==> src/rtl/alu_cmd_sequencer.sv <==
// Command sequencer in front of SimpleALU: queues 16-bit host commands in a small
// FIFO and issues them one at a time, spacing issues by each opcode's ALU latency.
module alu_cmd_sequencer #(
  parameter int DEPTH   = 4,
  parameter int MUL_CYC = 2,
  parameter int DIV_CYC = 8
) (
  input  logic        clk,
  input  logic        rst,
  input  logic [15:0] cmd_in,
  input  logic        cmd_valid,
  output logic        cmd_ready,
  output logic [15:0] alu_cmd,
  output logic        alu_go,
  output logic        busy,
  output logic        err,
  output logic [7:0]  issued_count,
  output logic        state_dbg
);
  localparam int AW   = $clog2(DEPTH);
  localparam int MAXL = (DIV_CYC > MUL_CYC) ? DIV_CYC : MUL_CYC;
  localparam int CW   = (MAXL > 1) ? $clog2(MAXL) : 1;

  // Legal opcodes are the contiguous range STO(1)..DIV(5); ADD=2, SUB=3 take one cycle.
  localparam logic [3:0] OP_STO = 4'd1;
  localparam logic [3:0] OP_MUL = 4'd4;
  localparam logic [3:0] OP_DIV = 4'd5;

  typedef enum logic {
    S_IDLE   = 1'b0,
    S_ISSUED = 1'b1
  } state_e;

  state_e          state_q, state_d;
  logic [CW-1:0]   cnt_q, cnt_d;
  logic [AW:0]     wr_ptr_q, wr_ptr_d;
  logic [AW:0]     rd_ptr_q, rd_ptr_d;
  logic [15:0]     mem_q [DEPTH];
  logic [15:0]     mem_d [DEPTH];
  logic [15:0]     alu_cmd_q, alu_cmd_d;
  logic            alu_go_q, alu_go_d;
  logic            err_q, err_d;
  logic [7:0]      issued_q, issued_d;

  logic            empty, full, push, pop, slot_free;
  logic [15:0]     head;

  function automatic logic op_legal(input logic [3:0] op);
    return (op >= OP_STO) && (op <= OP_DIV);
  endfunction

  function automatic logic [CW-1:0] op_lat_m1(input logic [3:0] op);
    case (op)
      OP_MUL:  op_lat_m1 = CW'(MUL_CYC - 1);
      OP_DIV:  op_lat_m1 = CW'(DIV_CYC - 1);
      default: op_lat_m1 = '0;
    endcase
  endfunction

  // Handshake: cmd_in is taken on a rising edge where cmd_valid && cmd_ready.
  // cmd_ready is !full from registered pointers only, so it never depends on cmd_valid
  // and stays low while full even if the head is popped in the same cycle.
  assign empty     = (wr_ptr_q == rd_ptr_q);
  assign full      = (wr_ptr_q[AW] != rd_ptr_q[AW]) &&
                     (wr_ptr_q[AW-1:0] == rd_ptr_q[AW-1:0]);
  assign push      = cmd_valid && !full;
  assign slot_free = (state_q == S_IDLE) || (cnt_q == '0);
  assign pop       = slot_free && !empty;
  assign head      = mem_q[rd_ptr_q[AW-1:0]];

  always_comb begin
    mem_d    = mem_q;
    wr_ptr_d = wr_ptr_q;
    rd_ptr_d = rd_ptr_q;
    if (push) begin
      mem_d[wr_ptr_q[AW-1:0]] = cmd_in;
      wr_ptr_d                = wr_ptr_q + (AW+1)'(1);
    end
    if (pop) begin
      rd_ptr_d = rd_ptr_q + (AW+1)'(1);
    end
  end

  // An ISSUED slot with cnt==0 behaves exactly like IDLE, which keeps
  // single-cycle ops strobing every cycle.
  always_comb begin
    state_d   = state_q;
    cnt_d     = cnt_q;
    alu_cmd_d = alu_cmd_q;
    alu_go_d  = 1'b0;
    err_d     = 1'b0;
    issued_d  = issued_q;
    if (!slot_free) begin
      cnt_d = cnt_q - CW'(1);
    end else if (pop) begin
      if (op_legal(head[15:12])) begin
        alu_cmd_d = head;
        alu_go_d  = 1'b1;
        cnt_d     = op_lat_m1(head[15:12]);
        issued_d  = issued_q + 8'd1;
        state_d   = S_ISSUED;
      end else begin
        err_d   = 1'b1;
        state_d = S_IDLE;
      end
    end else begin
      state_d = S_IDLE;
    end
  end

  always_ff @(posedge clk or posedge rst) begin
    if (rst) begin
      state_q   <= S_IDLE;
      cnt_q     <= '0;
      wr_ptr_q  <= '0;
      rd_ptr_q  <= '0;
      alu_cmd_q <= 16'h0000;
      alu_go_q  <= 1'b0;
      err_q     <= 1'b0;
      issued_q  <= 8'd0;
      for (int i = 0; i < DEPTH; i++) begin
        mem_q[i] <= 16'h0000;
      end
    end else begin
      state_q   <= state_d;
      cnt_q     <= cnt_d;
      wr_ptr_q  <= wr_ptr_d;
      rd_ptr_q  <= rd_ptr_d;
      alu_cmd_q <= alu_cmd_d;
      alu_go_q  <= alu_go_d;
      err_q     <= err_d;
      issued_q  <= issued_d;
      mem_q     <= mem_d;
    end
  end

  assign cmd_ready    = !full;
  assign alu_cmd      = alu_cmd_q;
  assign alu_go       = alu_go_q;
  assign err          = err_q;
  assign issued_count = issued_q;
  assign busy         = !empty || ((state_q == S_ISSUED) && (cnt_q != '0)) || alu_go_q;
  assign state_dbg    = state_q;

endmodule

==> config.mk <==
export PLATFORM = sky130hd
export DESIGN_NAME = alu_cmd_sequencer
export DESIGN_NICKNAME = d
export VERILOG_FILES = /design/src/rtl/alu_cmd_sequencer.sv
export SDC_FILE = /design/constraint.sdc
export NUM_CORES = 1
export LEC_CHECK = 0
export ABC_AREA = 1
export CORE_UTILIZATION = 43
export DETAILED_ROUTE_END_ITERATION = 7
export GPL_ROUTABILITY_DRIVEN = 0
export SETUP_SLACK_MARGIN = 0.15
export SLEW_MARGIN = 15
export SYNTH_ARGS = -nofsm -noshare
export SYNTH_HDL_FRONTEND = slang
export SYNTH_SLANG_ARGS = --single-unit
==> constraint.sdc <==
create_clock -name clk -period 5.2 [get_ports clk]
set_input_delay 1.04 -clock clk [delete_from_list [all_inputs] [get_ports clk]]
set_output_delay 1.04 -clock clk [all_outputs]
set_load 0.02 [all_outputs]
==> results_dict.tcl <==
set metrics [dict create \
    pin_count 48 \
    setup_viol 0 \
    via_count 3475 \
    fill_cells 1027 \
    final_antenna_net_count 0 \
    min_to "alu_cmd[15]$_DFFE_PP0P_" \
    end_kind "primary output" \
    synth_cells 528 \
    synth-seq-cells 100 \
    yosysSeqAreaShare 0.5442 \
    io_buffers 47 \
    fin_nets 588 \
    min_period_ns 3.550 \
    cts_hold_buf 0 \
    dpl_cell_area_mm2 0.005084 \
    grt_pass1_vias 3483 \
    wl_um 9527 \
    hp-class "reg -> reg" \
    grt_pass1_wl_um 16700 \
    yosysTopAreaCell "dfrtp_1" \
    clkLatencyLatePin_ns 0.37 \
    core_area_mm2 0.01032 \
    drive_above_1_share 0.07420 \
    drc 0 \
    status "finished clean" \
    root_buffer "clkbuf_8" \
    worstReg2RegEnd "alu_cmd[1]$_DFFE_PP0P_" \
    vdd_drop_max_mv 0.2991 \
    grt_max_degree 69 \
    postSynthAreaPerCell_um2 8.709 \
    rsz0062_at_grt "false" \
    reg2reg_slack_ns 2.20 \
    dpl.hpwl_um 6033 \
    cts_resized 0 \
    worstPathRequired_ns 4.16 \
    die_x_um 105.4 \
    syn_to_final_growth_pct 14.37 \
    slew_headroom 0.4456 \
    dieHeight_um 105.4 \
    setup.worst_path.class "reg -> out" \
    finalClockSkew_ns 0.01108 \
    slew_viol_final 0 \
    power_density_mw_per_mm2 682.0 \
    hold_start "alu_cmd[15]$_DFFE_PP0P_" \
    wire_per_inst_um 13.57 \
    setup_tns_ns 0 \
    r2r_start "rd_ptr_q[1]$_DFFE_PP0P_" \
    antenna_found_initial 0 \
    arrival_ns 2.51 \
    syn-cell-area_mm2 0.004598 \
    num_antenna_cells 0 \
    postLayoutCellArea_mm2 0.005259 \
    final_common_cell "nand2_1" \
    ys_types 29 \
    cts_buffers 9 \
    start_kind "register" \
    cts_tree "built" \
    drtIter0Drc 158 \
    ff2ff_path_depth 8 \
    layout_common_cells "nand2_1 (178), dfrtp_1 (100), o21ai_0 (77)" \
    yosys_warnings 0 \
    setup_ws_ns 1.650 \
    clk_pin_slew_ns 0.10 \
    detail_route.first_pass.iterations 4 \
    fmax_mhz 281.7 \
    synthesis.nets 555 \
    dp_slack_ns 2.028 \
    drv_cap 0 \
    ys_top_cells_by_area "dfrtp_1 (54%), nand2_1 (15%), o21ai_0 (8.4%), inv_1 (2.3%), nor2_1 (2.2%)" \
    cts.sinks 100 \
    die_area_mm2 0.01111 \
    gr-total-overflow 0 \
    final_hold_viol_count 0 \
    via_per_inst 4.950 \
    fin_crit_sh 0.6827 \
    leakagePower_nw 2.570 \
    grt_usage 0.1913 \
    start_util 0.4454 \
    postCtsSetupBuffers 0 \
    critPathMaxFanout 21 \
    yosysTopAreaCellShare 0.5442 \
    htreeDepth 3 \
    cts_max_path_buffers 2 \
    min_path_cells 2 \
    num_rows 37 \
    final_core_util 0.5094 \
    finalPower_mw 3.587 \
    worst-slew-pin-transition_ns 0.8317 \
]
## worst max-delay path, stage by stage, from the launching register on
cell,delay [ns]
dfrtp_1,0.86
xnor2_2,0.22
nand4_1,0.21
or2_2,0.33
clkdlybuf4s50_1,0.54
## per-stage QoR
step | cells | hold WS (ns)
6_report | 702 | 0.4749
5_1_grt | 702 | 0.5062
4_1_cts | 702 | 0.4836
3_5_place_dp | 686 | 0.4554
3_3_place_gp | 686 | 0.4531
2_1_floorplan | 528 | 0.4479
## sequential cells by signal (all words and copies together) (netlist names)
name	cells
rd_ptr_q	3
mem_q	64
wr_ptr_q	3
issued_count	8
cnt_q	3
alu_cmd	16
alu_go	1
state_dbg	1
err	1
## kinds of logic (layout without fill, tap and decap cells)
family,after synthesis,in the layout,share of synthesized area
flip-flops,100,100,0.5442
adder cells (fa/ha/maj),8,8,0.02177
AND/OR/NAND/NOR,242,242,0.2201
buffers and inverters,60,98,0.06504
XOR/XNOR,13,13,0.02803
AO/OA/AOI/OAI,105,105,0.1208
## report_power, final
group	internal (mW)	leakage, nW	switching [mW]
Clock	0.180	0.0877	0.280
Combinational	0.647	1.22	1.13
Sequential	1.13	1.26	0.217
Total	1.96	2.57	1.63
## layer usage
metal | vias to the layer above | global-route usage | share of wire
met4 | 0 | 0.06942 | 0.014
li1 | 1770 | - | -
met5 | - | 0 | 0
met1 | 1626 | 0.2690 | 0.52
met3 | 11 | 0.02721 | 0.037
met2 | 68 | 0.3017 | 0.43
## cell usage after synthesis
cell type	n
a21boi_4	1
a21oi_1	1
buf_2	12
buf_4	1
buf_6	7
clkbuf_1	7
clkinv_1	1
dfrtp_1	100
ha_1	8
inv_1	28
inv_2	3
inv_4	1
nand2_1	178
nand2_2	7
nand3_1	17
nand3_2	3
nand3_4	1
nand3b_2	1
nand4_1	3
nor2_1	27
nor2_2	1
nor2_4	1
o21ai_0	77
o21ai_1	13
o22ai_1	13
or2_2	3
xnor2_1	5
xnor2_2	2
xor2_1	6
## worst max path at each step
stage	startpoint	endpoint	cells past startpoint
final	rd_ptr_q[1]$_DFFE_PP0P_	busy	4
after global routing	cnt_q[0]$_DFFE_PP0P_	busy	8
after CTS	rd_ptr_q[1]$_DFFE_PP0P_	busy	4
after detailed placement	rd_ptr_q[1]$_DFFE_PP0P_	busy	4
after global placement	rd_ptr_q[1]$_DFFE_PP0P_	busy	4
after floorplan	rst	alu_cmd[0]$_DFFE_PP0P_	1
## area by class of cell
cell class	instances	area [µm²]	share of cell area
Clock buffer	10	127.6	0.02427
Clock inverter	6	47.55	0.009041
Inverter	33	128.9	0.02451
Multi-Input combinational cell	368	1797	0.3417
Sequential cell	100	2502	0.4759
Tap cell	136	170.2	0.03236
Timing Repair Buffer	49	485.5	0.09232
Note: power is estimated with default switching activity, not from simulation.
==> edit 1 (config.mk and constraints unchanged) <==
Set the parameter `DIV_CYC` to 4 (it was 8).
--- a/src/rtl/alu_cmd_sequencer.sv
+++ b/src/rtl/alu_cmd_sequencer.sv
@@ -3,7 +3,7 @@
 module alu_cmd_sequencer #(
   parameter int DEPTH   = 4,
   parameter int MUL_CYC = 2,
-  parameter int DIV_CYC = 8
+  parameter int DIV_CYC = 4
 ) (
   input  logic        clk,
   input  logic        rst,
Check against the original RTL: not equivalent (a bounded check fails within 10 cycles, from zero or initial values and one cycle with rst high).
==> edit 1 against the unedited design <==
  * Register-to-register slack improved by 0.73 ns
  * Worst setup slack better by 0.20 ns
  * Synthesized area up 2.1%
  * Count of clock-buffer cells in the layout rose by 3
  * Sequential cell count shrank 1
  * Cell area is 2.2% higher
  * Power rose by 2.4%
  * Routed wire length grew 9.9%
  * Critical path type unchanged
  * Largest cell class unchanged
==> edit 1: results (changes against the unedited design) <==
[clock_tree]
post_cts_resized=0  ; unchanged
clk_pin_slew_ns=0.08  ; -0.02 ns
clock-root-buffer=sky130_fd_sc_hd__clkbuf_8
ctsLongestPathBuffers=2  ; unchanged
skew_pair_late_insertion_delay_ns=0.36
cts_setup_buffers=0  ; unchanged
cts-htree-levels=3  ; unchanged

[grt]
grt_pass1_wl_um=18300  ; +9.4%
number_of_global_route_vias_before_repair=3724  ; +6.9%
grt_max_degree=78  ; +13%
antenna_found_initial=0  ; unchanged
grt_usage_pct=20.7  ; +1.6 points

[final_layout]
registers.top_by_ff_count=mem_q
drive_gt1_share_pct=6.43  ; -1.0 points
largest_register_ff_count=64  ; unchanged
num_antenna_cells=0  ; unchanged
finalNetCount=629  ; +7.0%
nFillCells=1028  ; +0.097%

[synthesis]
synth-async-reset-ratio_pct=100  ; unchanged
synth_top_cells_by_count=239 x sky130_fd_sc_hd__nand2_1, 99 x sky130_fd_sc_hd__dfrtp_1, 81 x sky130_fd_sc_hd__o21ai_0
average_footprint_of_a_synthesized_cell_um2=8.26  ; -5.1%
top_area_cells_in_the_synthesized_netlist=sky130_fd_sc_hd__dfrtp_1 53%, sky130_fd_sc_hd__nand2_1 19%, sky130_fd_sc_hd__o21ai_0 8.6%
synthesis.yosys.warnings=0  ; unchanged
synth.distinct_cells=28  ; -3.4%
sequential_share_of_the_synthesized_area_pct=52.8  ; -1.6 points
synth.net_count=594  ; +7.0%

[critical_path]
depth_of_the_worst_register_to_register_path=10  ; +2
worstPathRequired_ns=4.16  ; about the same
critPathLaunchType=flop
critical_path.max_fanout=47  ; +120%
critical_path.startpoint=rd_ptr_q[0]$_DFFE_PP0N_

[placement]
hpwlAfterDp_um=6700  ; +11%
dp_worst_setup_slack_ns=2.20  ; +0.174 ns
dpl.cell_count=728  ; +6.1%

[detailed_routing]
drt_first_pass_iters=4  ; unchanged
post_drt_via_cell_ratio=5.02  ; +1.4%
detail_route.wl_per_cell_um=14.1  ; +3.9%
totalWireLength_um=10500  ; +9.9%
number_of_drc_markers_after_the_initial_detailed_route_iteration=260  ; +65%

[sta]
clock-skew-final_ns=0.00680  ; -0.00428 ns
max_slew_headroom_pct=36.4  ; -8.1 points

[power_and_ir_drop]
p_leak_uw=0.00265  ; +3.0%
vdd.ir_drop.worst_mv=0.358  ; +20%

[min_path]
whs_path_depth=2  ; unchanged
min_from=alu_cmd[7]$_DFFE_PP0P_
timing.hold.worst.class=flop to flop

[run_status]
outcome=finished, final reports clean

## edit 1: changes by cell type in the layout (fill, tap and decap cells not counted), moves of 3 or more
cell	change
sky130_fd_sc_hd__o22ai_1	-12
sky130_fd_sc_hd__o21ai_0	+4
sky130_fd_sc_hd__a21oi_1	+13
sky130_fd_sc_hd__nand2_1	+61
sky130_fd_sc_hd__o21ai_1	-9
sky130_fd_sc_hd__nor2_1	-11
sky130_fd_sc_hd__inv_6	-3
sky130_fd_sc_hd__nor2_4	+3
sky130_fd_sc_hd__clkbuf_1	+3
## edit 1: cell families after synthesis
logic type	Yosys count	share of synthesized area (%)
AO/OA/AOI/OAI	101	10.9
flip-flops	99	52.8
XOR/XNOR	13	2.59
buffers and inverters	55	5.86
AND/OR/NAND/NOR	293	26.0
adder cells (fa/ha/maj)	7	1.87
## edit 1: cell type report
cell class / instances / share of cell area [%]
flip-flops and latches: 99 / 46.1
multi-input cells: 414 / 36.1
repair buffers: 50 / 9.18
well taps: 136 / 3.17
clock buffers: 13 / 2.58
inverters: 29 / 2.12
clock inverters: 2 / 0.699
## edit 1: worst max-delay path: stages (launching register included)
cell and delay [ns]:
sky130_fd_sc_hd__dfrtp_1 0.33, sky130_fd_sc_hd__buf_4 0.39, sky130_fd_sc_hd__xnor2_2 0.20, sky130_fd_sc_hd__nand4_1 0.18
sky130_fd_sc_hd__or2_2 0.31, sky130_fd_sc_hd__clkdlybuf4s50_1 0.54
## edit 1: through the flow
step	hold slack [ns]	area [um^2]	power [uW]	util, %
floorplan	0.449	4690	2770	-
CTS	0.488	5370	3720	51.4
global route	0.516	5370	4070	51.4
detailed placement	0.465	5200	3240	49.7
finish	0.483	5370	3670	51.4
global placement	0.462	5200	3190	49.7
## edit 1: layer usage
layer	up-vias	routed length [um]	track usage [%]
met4	0	206	8.71
met1	1763	5050	28.4
li1	1867	-	-
met5	-	0	0
met2	87	4770	32.8
met3	13	440	3.00
## edit 1: report_power, final
part / switching, uW / total, uW / internal (uW)
Sequential: 178 / 1310 / 1130
Clock: 251 / 472 / 221
Combinational: 1250 / 1890 / 642
Total: 1680 / 3670 / 1990
## edit 1: path summary, 6_finish.rpt
kind | to | slack (ns)
max | busy | 1.85
min | alu_cmd[7]$_DFFE_PP0P_ | 0.48
max reg2reg | alu_cmd[0]$_DFFE_PP0P_ | 2.93
min reg2reg | alu_cmd[7]$_DFFE_PP0P_ | 0.48
max in group asynchronous | mem_q[41]$_DFFE_PP0P_ | 3.06
min in group asynchronous | issued_count[5]$_DFFE_PP0P_ | 1.23
==> edit 2 (config.mk and constraints unchanged) <==
Made on the original files. Remove the register `err_q`: a continuous assignment takes its place, so the output `err` follows one clock earlier.
--- a/src/rtl/alu_cmd_sequencer.sv
+++ b/src/rtl/alu_cmd_sequencer.sv
@@ -116,7 +116,6 @@
       rd_ptr_q  <= '0;
       alu_cmd_q <= 16'h0000;
       alu_go_q  <= 1'b0;
-      err_q     <= 1'b0;
       issued_q  <= 8'd0;
       for (int i = 0; i < DEPTH; i++) begin
         mem_q[i] <= 16'h0000;
@@ -128,11 +127,12 @@
       rd_ptr_q  <= rd_ptr_d;
       alu_cmd_q <= alu_cmd_d;
       alu_go_q  <= alu_go_d;
-      err_q     <= err_d;
       issued_q  <= issued_d;
       mem_q     <= mem_d;
     end
   end
+
+  assign err_q = err_d;
 
   assign cmd_ready    = !full;
   assign alu_cmd      = alu_cmd_q;
Behaviour: not the same (a bounded check fails within 4 cycles, from zero or initial values and one cycle with rst high).
==> edit 2 against the unedited design <==
  * Power is 1.6% higher
  * First-iteration DRC count is 18% higher
  * Count of clock-buffer cells in the layout stayed put
  * Sequential cell count is 1 lower
  * Routed wire length is 0.52% lower
  * Sequential share of layout area is 0.46 points lower
  * Cell area hardly changed
  * Clock skew is 0.00075 ns higher
  * Synthesized area is 0.54% lower
  * Worst setup slack worse by 0.091 ns
  * Via count is 0.32% higher
  * Die area is 0.54% lower
  * Critical path type unchanged
  * Largest cell class unchanged
==> edit 2: results (changes against the unedited design) <==
[synthesis]
sequential_share_of_the_synthesized_area_pct=54.2  ; -0.25 points
top_area_cells_in_the_synthesized_netlist=sky130_fd_sc_hd__dfrtp_1 54%, sky130_fd_sc_hd__nand2_1 15%, sky130_fd_sc_hd__o21ai_0 8.4%
synth_top_cells_by_count=178 x sky130_fd_sc_hd__nand2_1, 99 x sky130_fd_sc_hd__dfrtp_1, 77 x sky130_fd_sc_hd__o21ai_0
syn_inst=527  ; -0.19%
synth.net_count=554  ; -0.18%

[placement]
post_dp_cell_area_mm2=0.00506  ; -0.37%
hpwlAfterDp_um=6360  ; +5.4%

[sta]
clock-skew-final_ns=0.0118  ; +0.000747 ns
hold_slack_ns=0.479  ; +0.00411 ns
post-route-period-util_pct=70.0  ; +1.7 points
max_slew_headroom_pct=49.8  ; +5.3 points

[detailed_routing]
detail_route.wl_per_cell_um=13.5  ; -0.52%
via_count=3486  ; +0.32%
drt_first_pass_iters=5  ; +1
post_drt_via_cell_ratio=4.97  ; +0.32%
number_of_drc_markers_after_the_initial_detailed_route_iteration=186  ; +18%

[final_layout]
drive_gt1_share_pct=7.60  ; +0.18 points
finalNetCount=588  ; unchanged

[critical_path]
cp_slowest_cell=sky130_fd_sc_hd__clkdlybuf4s50_1
reg2reg_slack_ns=2.99  ; +0.79 ns
worst_path_dominant_cell_family=buffers and inverters
critical_path.max_fanout=35  ; +67%
reg2reg_to=alu_cmd[0]$_DFFE_PP0P_
setup.worst_path.end=err
delay_of_the_slowest_cell_on_the_worst_path_ns=0.64  ; -0.22 ns
depth_of_the_worst_register_to_register_path=11  ; +3

[grt]
globalRouteMet3Util_pct=4.05  ; +1.3 points
grt.met1_usage_pct=27.9  ; +0.97 points
grt_max_degree=57  ; -17%
globalRouteMet2Util_pct=28.0  ; -2.2 points
number_of_global_route_vias_before_repair=3344  ; -4.0%
grt_usage_pct=18.9  ; -0.19 points
grt_pass1_wl_um=16600  ; -0.83%

[power_and_ir_drop]
p_leak_uw=0.00257  ; about the same
vdd.ir_drop.worst_mv=0.311  ; +4.0%

[clock_tree]
cts-htree-levels=3  ; unchanged
clock-root-buffer=sky130_fd_sc_hd__clkbuf_8

[run_status]
outcome=finished, final reports clean

edit 2: worst register-to-register path, cell delays in order, from the launching register on:
cell                      delay (ns)
sky130_fd_sc_hd__dfrtp_1        0.33
sky130_fd_sc_hd__buf_4          0.34
sky130_fd_sc_hd__inv_4          0.22
sky130_fd_sc_hd__nand2_1        0.15
sky130_fd_sc_hd__nand2_1        0.06
sky130_fd_sc_hd__nand2_1        0.05
sky130_fd_sc_hd__nand2_1        0.14
sky130_fd_sc_hd__nand2_1        0.14
sky130_fd_sc_hd__nand3_2        0.12
sky130_fd_sc_hd__nor2_4         0.43
sky130_fd_sc_hd__nand2_1        0.12
sky130_fd_sc_hd__nand2_1        0.08
edit 2: cells by family (layout without fill, tap and decap cells):
logic type / count (synthesis) / in the layout / share of synthesized area [%]
AO/OA/AOI/OAI: 105 / 105 / 12.1
adder cells (fa/ha/maj): 8 / 8 / 2.19
AND/OR/NAND/NOR: 242 / 242 / 22.1
XOR/XNOR: 13 / 13 / 2.82
buffers and inverters: 60 / 99 / 6.54
flip-flops: 99 / 99 / 54.2
edit 2: final cells by class:
| cell class | count | area [um^2] |
|---|---|---|
| multi-input cells | 368 | 1800 |
| flip-flops and latches | 99 | 2480 |
| inverters | 33 | 128 |
| clock buffers | 10 | 128 |
| well taps | 136 | 170 |
| repair buffers | 50 | 493 |
| fillers | 1000 | 5070 |
| clock inverters | 6 | 65.1 |
edit 2: power breakdown:
group,total [uW],internal [uW],switching (uW)
Combinational,1840,665,1170
Clock,485,224,261
Sequential,1320,1120,203
Total,3640,2010,1630
edit 2: metal layers:
metal | routed length [um] | share of wire, %
met1 | 4740 | 50
met2 | 4210 | 44
met3 | 370 | 3.9
met4 | 151 | 1.6
met5 | 0 | 0
